File: src/rtl/multiword_add_seq_if.sv
// Operand/result handshake bundle for multiword_add_seq.
// The master drives operands and consumes results; the slave is the sequencer.
interface multiword_add_seq_if #(
    parameter int unsigned WIDTH = 8,
    parameter int unsigned WORDS = 4
);
    localparam int unsigned W = WIDTH * WORDS;

    logic         in_valid;
    logic         in_ready;
    logic [W-1:0] in_a;
    logic [W-1:0] in_b;
    logic         in_sub;
    logic         out_valid;
    logic         out_ready;
    logic [W-1:0] out_sum;
    logic         out_cout;
    logic         out_ovf;

    modport master (
        output in_valid, in_a, in_b, in_sub, out_ready,
        input  in_ready, out_valid, out_sum, out_cout, out_ovf
    );

    modport slave (
        input  in_valid, in_a, in_b, in_sub, out_ready,
        output in_ready, out_valid, out_sum, out_cout, out_ovf
    );
endinterface

File: src/rtl/multiword_add_seq.sv
// Wide add/subtract built from one WIDTH-bit slice, iterated LS word first
// with the carry held in a register between slices.
module multiword_add_seq #(
    parameter int unsigned WIDTH = 8,
    parameter int unsigned WORDS = 4
) (
    input  logic                      clk,
    input  logic                      rst,
    multiword_add_seq_if.slave        bus
);
    localparam int unsigned W     = WIDTH * WORDS;
    localparam int unsigned IDX_W = (WORDS > 1) ? $clog2(WORDS) : 1;

    typedef enum logic [1:0] {
        IDLE = 2'd0,
        RUN  = 2'd1,
        DONE = 2'd2
    } state_t;

    state_t             state_q, state_d;
    logic [W-1:0]       a_q, a_d;
    logic [W-1:0]       b_q, b_d;
    logic               carry_q, carry_d;
    logic [IDX_W-1:0]   idx_q, idx_d;
    logic [W-1:0]       sum_q, sum_d;
    logic               cout_q, cout_d;
    logic               ovf_q, ovf_d;
    logic               in_ready_q, in_ready_d;
    logic               out_valid_q, out_valid_d;

    int unsigned        base;
    logic [WIDTH:0]     slice;
    logic               last_word;

    // Shared slice: current word of A plus current word of B' plus carry
    always_comb begin
        base      = 32'(idx_q) * WIDTH;
        slice     = (WIDTH+1)'(a_q[base +: WIDTH])
                  + (WIDTH+1)'(b_q[base +: WIDTH])
                  + (WIDTH+1)'(carry_q);
        last_word = (idx_q == IDX_W'(WORDS - 1));
    end

    always_comb begin
        state_d     = state_q;
        a_d         = a_q;
        b_d         = b_q;
        carry_d     = carry_q;
        idx_d       = idx_q;
        sum_d       = sum_q;
        cout_d      = cout_q;
        ovf_d       = ovf_q;

        unique case (state_q)
            IDLE: begin
                if (bus.in_valid) begin
                    a_d     = bus.in_a;
                    b_d     = bus.in_sub ? ~bus.in_b : bus.in_b;
                    carry_d = bus.in_sub;
                    idx_d   = '0;
                    state_d = RUN;
                end
            end
            RUN: begin
                sum_d[base +: WIDTH] = slice[WIDTH-1:0];
                carry_d              = slice[WIDTH];
                if (last_word) begin
                    cout_d  = slice[WIDTH];
                    ovf_d   = (a_q[W-1] == b_q[W-1]) && (slice[WIDTH-1] != a_q[W-1]);
                    state_d = DONE;
                end else begin
                    idx_d = idx_q + IDX_W'(1);
                end
            end
            DONE: begin
                if (bus.out_ready) state_d = IDLE;
            end
            default: state_d = IDLE;
        endcase

        // Handshake flags are registered copies of the next state
        in_ready_d  = (state_d == IDLE);
        out_valid_d = (state_d == DONE);
    end

    always_ff @(posedge clk) begin
        if (rst) begin
            state_q     <= IDLE;
            a_q         <= '0;
            b_q         <= '0;
            carry_q     <= 1'b0;
            idx_q       <= '0;
            sum_q       <= '0;
            cout_q      <= 1'b0;
            ovf_q       <= 1'b0;
            in_ready_q  <= 1'b1;
            out_valid_q <= 1'b0;
        end else begin
            state_q     <= state_d;
            a_q         <= a_d;
            b_q         <= b_d;
            carry_q     <= carry_d;
            idx_q       <= idx_d;
            sum_q       <= sum_d;
            cout_q      <= cout_d;
            ovf_q       <= ovf_d;
            in_ready_q  <= in_ready_d;
            out_valid_q <= out_valid_d;
        end
    end

    assign bus.in_ready  = in_ready_q;
    assign bus.out_valid = out_valid_q;
    assign bus.out_sum   = sum_q;
    assign bus.out_cout  = cout_q;
    assign bus.out_ovf   = ovf_q;
endmodule
File: src/flat_wrapper.sv
// flat-port wrapper written by rule: the top's interface ports become plain ports
module multiword_add_seq_flat 
#(
    parameter int unsigned WIDTH = 8,
    parameter int unsigned WORDS = 4
)
  (clk, rst, bus_in_valid, bus_in_a, bus_in_b, bus_in_sub, bus_out_ready, bus_in_ready, bus_out_valid, bus_out_sum, bus_out_cout, bus_out_ovf);
  multiword_add_seq_if #(.WIDTH(WIDTH), .WORDS(WORDS)) bus_i ();
  input  logic clk;
  input  logic rst;
  input wire logic [$bits(bus_i.in_valid)-1:0] bus_in_valid;
  input wire logic [$bits(bus_i.in_a)-1:0] bus_in_a;
  input wire logic [$bits(bus_i.in_b)-1:0] bus_in_b;
  input wire logic [$bits(bus_i.in_sub)-1:0] bus_in_sub;
  input wire logic [$bits(bus_i.out_ready)-1:0] bus_out_ready;
  output wire logic [$bits(bus_i.in_ready)-1:0] bus_in_ready;
  output wire logic [$bits(bus_i.out_valid)-1:0] bus_out_valid;
  output wire logic [$bits(bus_i.out_sum)-1:0] bus_out_sum;
  output wire logic [$bits(bus_i.out_cout)-1:0] bus_out_cout;
  output wire logic [$bits(bus_i.out_ovf)-1:0] bus_out_ovf;
  assign bus_i.in_valid = bus_in_valid;
  assign bus_i.in_a = bus_in_a;
  assign bus_i.in_b = bus_in_b;
  assign bus_i.in_sub = bus_in_sub;
  assign bus_i.out_ready = bus_out_ready;
  assign bus_in_ready = bus_i.in_ready;
  assign bus_out_valid = bus_i.out_valid;
  assign bus_out_sum = bus_i.out_sum;
  assign bus_out_cout = bus_i.out_cout;
  assign bus_out_ovf = bus_i.out_ovf;
  multiword_add_seq #(.WIDTH(WIDTH), .WORDS(WORDS)) u_core (.clk(clk), .rst(rst), .bus(bus_i));
endmodule
File: config.mk
export PLATFORM = sky130hd
export DESIGN_NAME = multiword_add_seq_flat
export DESIGN_NICKNAME = d
export VERILOG_FILES = /design/src/rtl/multiword_add_seq_if.sv /design/src/rtl/multiword_add_seq.sv /design/src/flat_wrapper.sv
export SDC_FILE = /design/constraint.sdc
export NUM_CORES = 1
export LEC_CHECK = 0
export ABC_AREA = 1
export CAP_MARGIN = 20
export CORE_MARGIN = 2
export CORE_UTILIZATION = 50
export DETAILED_ROUTE_END_ITERATION = 8
export PLACE_DENSITY = 0.82
export SLEW_MARGIN = 20
export SYNTH_ARGS = -nofsm -noshare
export SYNTH_HDL_FRONTEND = slang
export SYNTH_SLANG_ARGS = --single-unit
File: constraint.sdc
create_clock -name clk -period 3 [get_ports clk]
set_clock_uncertainty 0.05 [all_clocks]
set_input_delay 0.3 -clock clk [delete_from_list [all_inputs] [get_ports clk]]
set_output_delay 0.3 -clock clk [all_outputs]
set_load 0.005 [all_outputs]
# After elaboration in Yosys (flattened, before gate mapping)
# Cells that the tools add are included.
# classes
n_mux	11
n_bitwise	1
n_reduce_logical	8
eq_ne	8
addsub	4
n_shift	4
# op_table
cell	count
$shiftx A32 B6 Y8	2
$neg A5 Y34	1
$shift A8 B34 Y32 const A	1
$shiftx A8 B34 Y32	1
$bwmux W32	1
$mux W32	1
$not A32 Y32	1
$mux W2	5
$add A8 B8 Y9	1
$add A9 B1 Y9	1
$eq A2 B2 Y1 const B	3
$pmux W2 S3	1
$reduce_and A2 Y1	3
$logic_not A2 Y1	2
$ne A2 B2 Y1 const B	2
$pmux W2 S2	1
$reduce_and A3 Y1	1
$add A2 B1 Y2 const B	1
$eq A2 B1 Y1 const B	1
$pmux W1 S2	1
$reduce_bool A2 Y1	1
$eq A1 B1 Y1	1
$logic_and A1 B1 Y1	1
$mux W1	1
$ne A1 B1 Y1	1
# word_totals
register_bits	105
word_cells	46
input_bits	69

# Longest topological paths before layout
# Gate-level depths: netlist (run 1).
# logic_depth
ltp_word	5
mapped_depth	16
depth_no_buf	14

# Worst setup path before layout (run 1)
# No wires, ideal clock.
# synth_path
kind	register -> register
from	reg u_core.idx_q[0]
to	reg u_core.cout_q, in the netlist u_core.bus.out_cout
path_slack_ns	0.302
t_arrival_ns	2.531
synth_period_minus_slack_ns	2.698
stages_incl_launch_ff	15
cell_sequence	dfxtp_1 -> buf_2 -> clkinv_1 -> buf_2 -> nor2_1 -> o22ai_1 -> fa_1 -> fa_1 -> nand2_1 -> nand2_1 -> nand3b_1 -> nand3b_1 -> nand3_1 -> o211ai_1 -> inv_1
# synth_via
elab_chain_len	3
# synth_rtl
item	line_no	source
start: declaration	multiword_add_seq.sv:24	logic [IDX_W-1:0] idx_q, idx_d;
start signal: assignment	multiword_add_seq.sv:103	idx_q <= idx_d;
$shiftx A32 B6 Y8 (on tied branches)	multiword_add_seq.sv:38, multiword_add_seq.sv:39	
$add A8 B8 Y9	multiword_add_seq.sv:39	+ (WIDTH+1)'(b_q[base +: WIDTH])
$add A9 B1 Y9	multiword_add_seq.sv:40	+ (WIDTH+1)'(carry_q);
end signal: assignment	multiword_add_seq.sv:105	cout_q <= cout_d;
end: declaration	multiword_add_seq.sv:26	logic cout_q, cout_d;
# Parallel ways exist; a longest one is shown, timed or not.
# A chain may end at the register's enable or synchronous reset.

# Worst setup path in the final report (run 1)
# layout_path
from	reg u_core.idx_q[0]
to	reg u_core.sum_q[31], in the netlist u_core.bus.out_sum[31]
# layout_via
elab_chain_len	5
# layout_rtl
item	line_no	source
$shiftx A32 B6 Y8 (on tied branches)	multiword_add_seq.sv:38, multiword_add_seq.sv:39	
$add A8 B8 Y9	multiword_add_seq.sv:39	
$add A9 B1 Y9	multiword_add_seq.sv:40	
$shiftx A8 B34 Y32	multiword_add_seq.sv:65	sum_d[base +: WIDTH] = slice[WIDTH-1:0];
$bwmux W32 (*)	multiword_add_seq.sv:65	
end signal: assignment	multiword_add_seq.sv:104	sum_q <= sum_d;
end: declaration	multiword_add_seq.sv:25	logic [W-1:0] sum_q, sum_d;
# Every way passes the cells marked *; elsewhere a longest branch is shown, timed or not.

==> results of run 1 <==
-- worst min-delay path: cells and delay by family (launching register included) --
kind             cells  cell delay [ps]
flip-flops           1              320
AO/OA/AOI/OAI        1               50
AND/OR/NAND/NOR      1               60
-- metal layers --
layer / vias to the layer above / GRT usage / part of all wire
met4: 0 / 0.08198 / 0.025
met1: 2028 / 0.2925 / 0.46
met5: - / 0 / 0
li1: 2304 / - / -
met3: 24 / 0.02780 / 0.049
met2: 146 / 0.3931 / 0.47
-- synth_stat cells --
library cell,count,area [µm²]
nor2_1,145,544.3
dfxtp_1,105,2102
nand2_1,75,281.5
o21ai_0,65,325.3
a21oi_1,33,165.2
xnor2_1,33,289.0
a211oi_1,32,240.2
clkbuf_1,19,71.32
inv_1,19,71.32
nand3_1,17,85.08
o22ai_1,16,100.1
buf_2,14,70.07
ha_1,13,162.7
nand4_1,10,62.56
a22oi_1,4,30.03
nand3b_1,4,30.03
buf_1,3,11.26
buf_4,3,22.52
inv_2,3,11.26
nand2_2,3,18.77
nor2_4,3,33.78
fa_1,2,40.04
nor3_1,2,10.01
xor2_1,2,17.52
a211oi_2,1,12.51
buf_6,1,11.26
clkinv_1,1,3.750
nand2_4,1,11.26
nor2_8,1,20.02
nor4_4,1,21.27
o211ai_1,1,7.510
o21a_1,1,7.510
or2_1,1,6.260
or2_2,1,6.260
-- where the power goes --
| part | internal [W] | switching (W) |
|---|---|---|
| sequential | 0.00149 | 0.0000658 |
| combinational | 0.000350 | 0.000512 |
| clock | 0.000331 | 0.000463 |
-- cells by family (layout without fill, tap and decap cells) --
logic type	count (synthesis)	after routing	share of synthesized area
buffers and inverters	63	153	0.05563
flip-flops	105	105	0.4287
AO/OA/AOI/OAI	153	153	0.1812
AND/OR/NAND/NOR	264	264	0.2307
adder cells (fa/ha/maj)	15	15	0.04134
XOR/XNOR	35	35	0.06252
-- worst min path at each step --
stage	startpoint	end	slack, ps	cells past startpoint
after detailed placement	u_core.bus.out_sum[0]	u_core.bus.out_sum[0]	410	2
after global placement	u_core.bus.out_sum[25]	u_core.bus.out_sum[25]	400	2
final	u_core.bus.out_sum[5]	u_core.bus.out_sum[5]	420	2
after CTS	u_core.bus.out_sum[0]	u_core.bus.out_sum[0]	420	2
after global routing	u_core.bus.out_sum[18]	u_core.bus.out_sum[18]	440	2
after floorplan	u_core.a_q[10]	u_core.a_q[10]	400	2
-- what timing repair did --
item                       in CTS  in global routing
gates resized for setup         0                  3
setup endpoints to repair       0                 25
hold buffers                    0                  0
-- sequential cells by signal, indices dropped and copies added (netlist names), 2 cells and up --
register            cells
u_core.a_q             32
u_core.b_q             32
u_core.bus.out_sum     32
u_core.idx_q            2
u_core.state_q          2
-- metrics by stage --
stage | total power, W | hold slack, ps
2_1_floorplan | 0.002146 | 399.5
6_report | 0.003210 | 419.5
5_1_grt | 0.003363 | 439.6
4_1_cts | 0.003207 | 421.5
3_3_place_gp | 0.002411 | 404.3
3_5_place_dp | 0.002437 | 408.2
-- layout make-up --
class,count,area (µm²)
fillers,867,3457
clock inverters,3,26.28
clock buffers,13,148.9
repair buffers,114,1119
flip-flops and latches,105,2107
multi-input cells,467,2529
inverters,23,86.33
well taps,133,166.4
==> impl_results.md, run 1 <==
* Worst-Skew Late Latency at between 300 and 400 ps
* Die X at 103.0 µm
* Synth Instances at between 600 and 700
* CTS H-tree lvls at 3
* Crit path kind: flop to flop
* Sink Count at 105
* Clock Path Buffers at 2
* Crit end category: flop
* Critical path cell sequence: clkinv_1 -> buf_4 -> o21ai_0 -> o22ai_1 -> ha_1 -> nand2_1 -> inv_1 -> a21oi_1 -> nand3_1 -> nand2_1 -> nand4_1 -> a21oi_1
* Final setup viols at 0
* Avg Cell Area, Syn at between 7 and 8 µm²
* Nets at around 800
* Post-CTS setup buffers at 0
* Worst R2R Path Depth at 12
* Core Util, Final at 0.6414
* Levels on crit path at 12
* DRT Pass-1 Iters at 5
* Unrepaired setup endpoints after global routing: no
* Commonest non-fill, non-tap cells in the layout: 145 x nor2_1, 103 x dfxtp_1, 102 x clkdlybuf4s50_1
* Placed cells at 842
* Leak pwr at 2.335 nW
* GP Congestion at approximately 0.84
* Pwr/cell area at 519.3 nW/µm²
* Placed inst area at approximately 6000 µm²
* All-Layer GR Usage at 0.2274
* Critical Path Sink: u_core.bus.out_sum[31]
* Status: finished, final reports clean
* Crit path DAT at a little under 3000 ps
* Yosys cell types at 34
* CP peak stage delay at roughly 430 ps
* Top Ports at approximately 110
* Area grow syn2layout at 26.08%
* Vias in the first global route at roughly 4200
* Core ar. at 9639 µm²
* Final Hold Vio Count at 0
* Global-route wire length before repair at approximately 19000 µm
* Crit Reg-Reg Endpoint: u_core.bus.out_sum[31]
* # rows at 36
* Worst-path clk slew at 100 ps
* Pre-CTS WS at 107.1 ps
* Largest delay share family, worst path: compound AO/OA/AOI/OAI gates
* DRT antenna net count at 0
* Largest net degree at the start of global routing at 97
* Syn Nets at between 700 and 800
* DR WL/cell at roughly 14 µm
* Reg2Reg Setup Slack at 310 ps
* Initial Utilization at 0.5087
* Die height at slightly above 100 µm
* DRC Markers at 0
* Crit-path max FO at 28
* IO Port Bufs at 104
* Reg2reg start: u_core.idx_q[0]
* Synth Register Bits at around 110
* Crit share post-route at 0.8969
* CTS tree: done
* Ant diodes at 0
* Register area share after synthesis at 0.4287
* Most common cell after layout, fill and taps aside: nor2_1
* Setup TNS at 0 ps
* Crit path from: u_core.idx_q[0]
* Max cap viols at 0
* Critical Path RT at around 3200 ps
* Vias per cell at roughly 5.2
* Crit-path slowest cell: dfxtp_4
* Worst slew margin at 0.4426
* Max-slew violations at 0
* Initial antenna violation count at 0
* Crit start category: flop
* Final instance area at a little over 6000 µm²
* Layout cell share with drive strength beyond 1 at 0.05655
* Grt ovf at 0
* Non-filler instance count after layout at about 860
* Fin crit period at ~2700 ps
* Crit path buf inv count at 3
* Root Driver: clkbuf_8
* Drt total wl at roughly 12000 µm
* Drt initial violations at about 250
* Post-synthesis cell area at between 4000 and 5000 µm²
* Final worst slack at between 300 and 400 ps
* Maximum clock rate at 0.3717 GHz
* Min-Delay Path Class: flop to flop
* Ys Warns at 0
* Die area at roughly 11000 µm²
* Maximum vdd drop at 0.2871 mV
* Total CTS buffers at 9
* Vias at 4502
* Worst-Margin Slew at between 800 and 900 ps
* Hpwl dp at between 8000 and 9000 µm
Note: power is estimated with default switching activity, not from simulation.
==> run 2: changes to the inputs <==
- CELL_PAD_IN_SITES_DETAIL_PLACEMENT: default -> 1
- CELL_PAD_IN_SITES_GLOBAL_PLACEMENT: default -> 1
- CORE_UTILIZATION: 50 -> 33
- PLACE_DENSITY: 0.82 -> 0.78
- clock period: 3 -> 2.4 ns (I/O delays scaled with it)
==> run 2 against run 1 <==
Net effect: sequential power up 26%; global-route usage decreased by 3.4 points; hold slack got worse by 31 ps; fmax rose by 15%; core utilization decreased by 18 points; flip-flop and latch count did not move; final area grew 9.5%; total power grew 54%; non-clock buffer count increased by 26; register-to-register slack worse by 250 ps; clock power is 100% higher.
==> impl_results.md, run 2 (same netlist as run 1, synthesis figures left out) <==
* Maximum vdd drop at 0.3965 mV (+38%)
* All-Layer GR Usage at 0.1934 (-0.03408)
* Area grow syn2layout at 38.10%
* Core Util, Final at 0.4659 (-0.1754)
* Fin crit period at 2341 ps (-349.8 ps)
* IO Port Bufs at 104 (unchanged)
* Maximum clock rate at 0.4272 GHz (+15%)
* Max cap viols at 0 (unchanged)
* Root Driver: clkbuf_16
* Core ar. at 14530 µm² (+51%)
* Clock Path Buffers at 2 (unchanged)
* Initial Utilization at 0.3374 (-0.1713)
* Crit end category: flop
* Placed inst area at 6238 µm² (+3.9%)
* Worst-Margin Slew at 751.8 ps (-84.23 ps)
* Final instance area at 6771 µm² (+9.5%)
* Nets at 830 (+3.2%)
* Sw frac at 0.3034 (-0.02094)
* Most common cell after layout, fill and taps aside: nor2_1
* Crit start category: flop
* Worst slew margin at 0.4982 (+0.05560)
* Pwr/cell area at 730.5 nW/µm² (+41%)
* Layout cell share with drive strength beyond 1 at 0.1385 (+0.08193)
* Total CTS buffers at 9 (unchanged)
* Crit-path max FO at 7 (-75%)
* Largest net degree at the start of global routing at 69 (-29%)
* Sequential power share at 0.394 (-0.090)
* Vias in the first global route at 5002 (+20%)
* Final setup viols at 0 (unchanged)
* Die area at 15850 µm² (+49%)
* Die height at 125.9 µm (+22%)
* CTS H-tree lvls at 3 (unchanged)
* Leak pwr at 2.574 nW (+10%)
* # rows at 44 (+22%)
* Min-Delay Path Class: input pin to flop
* DRT antenna net count at 0 (unchanged)
* Vias per cell at 5.049 (-3.8%)
* Crit path kind: flop to flop
* Sink Count at 105 (unchanged)
* Ant diodes at 0 (unchanged)
* Clock power share at 0.324 (+0.077)
* CTS tree: done
* Grt ovf at 0 (unchanged)
* Internal at 0.003446 W (+59%)
* Hold_buf cts at 0 (unchanged)
* Global-route wire length before repair at 24520 µm (+29%)
* Initial antenna violation count at 0 (unchanged)
* Final Power at 0.004947 W (+54%)
* Die X at 125.9 µm (+22%)
* Comb pwr share at 0.282 (+0.013)
* Status: finished, final reports clean
* Final Hold Vio Count at 0 (unchanged)
* Top Ports at 105 (unchanged)
* Worst-Skew Late Latency at 350 ps (about the same)
* DRT Pass-1 Iters at 4 (-1)
* Hpwl dp at 11400 µm (+28%)
* DR WL/cell at 16.43 µm (+19%)
* GP Congestion at 0.8167 (-3.2%)
* Crit path DAT at 2570 ps (-360 ps)
* Worst-path clk slew at 70 ps (-30 ps)
* Max-slew violations at 0 (unchanged)
* Vias at 4721 (+4.9%)
* Drt total wl at 15360 µm (+30%)
* Crit share post-route at 0.9754 (+0.07846)
* Unrepaired setup endpoints after global routing: yes
* Switching power at 0.001501 W (+44%)
* Drt initial violations at 231 (-8.3%)
* Critical Path RT at 2630 ps (-610 ps)
* DRC Markers at 0 (unchanged)
* Commonest non-fill, non-tap cells in the layout: 140 x nor2_1, 103 x dfxtp_1, 102 x clkdlybuf4s50_1
-- run 2: final timing paths --
check,startpoint,endpoint,slack (ps),cells after the start
worst min register to register,u_core.bus.out_sum[11],u_core.bus.out_sum[11],420,2
worst max-delay path,u_core.idx_q[0],u_core.bus.out_sum[26],60,10
worst min-delay path,bus_in_sub,u_core.b_q[19],390,3
worst max register to register,u_core.idx_q[0],u_core.bus.out_sum[26],60,10
-- run 2: critical path, stage by stage, from the launching register on --
cell and delay (ps):
dfxtp_4 390, buf_4 150, nor2_2 90, o22ai_2 100, fa_2 380, fa_2 360
xor2_1 280, nand2_1 90, nor2_1 180, a22oi_1 90, nor2_1 100
-- run 2: power by group through the flow --
stage,sequential (W),combinational (W),clock [W]
after CTS,0.00194,0.00130,0.00164
after detailed placement,0.00198,0.00126,0
after floorplan,0.00195,0.000741,0
after global routing,0.00196,0.00154,0.00171
final,0.00195,0.00140,0.00160
after global placement,0.00197,0.00120,0
-- run 2: what timing repair did --
action | CTS | global route
endpoints found under the hold margin | 0 | 0
resized for setup | 13 | 47
setup endpoints to repair | 28 | 28
pin swaps | 5 | 17
setup buffers | 2 | 2
-- run 2: through the flow --
stage | hold WS, ps | std cells | TNS [ps] | worst slack [ps]
4_1_cts | 387.5 | 933 | 0 | 2.615
3_3_place_gp | 405.8 | 915 | 0 | 19.67
6_report | 389.0 | 935 | 0 | 59.13
2_1_floorplan | 354.1 | 635 | 0 | 6.044
3_5_place_dp | 413.5 | 915 | -2293 | -151.0
5_1_grt | 441.5 | 935 | -384.9 | -68.74
-- run 2: final cells by class --
| type | count | area [µm²] |
|---|---|---|
| fillers | 1773 | 7762 |
| repair buffers | 140 | 1336 |
| clock buffers | 14 | 264.0 |
| clock inverters | 2 | 60.06 |
| multi-input cells | 467 | 2678 |
| flip-flops and latches | 105 | 2110 |
| well taps | 184 | 230.2 |
| inverters | 23 | 93.84 |
-- run 2: layer usage --
layer,GRT usage,routed length [µm],vias to the layer above
met1,0.2323,6661,2241
met4,0.08533,337,0
li1,-,-,2341
met5,0,0,-
met3,0.03314,677,23
met2,0.3387,7685,116
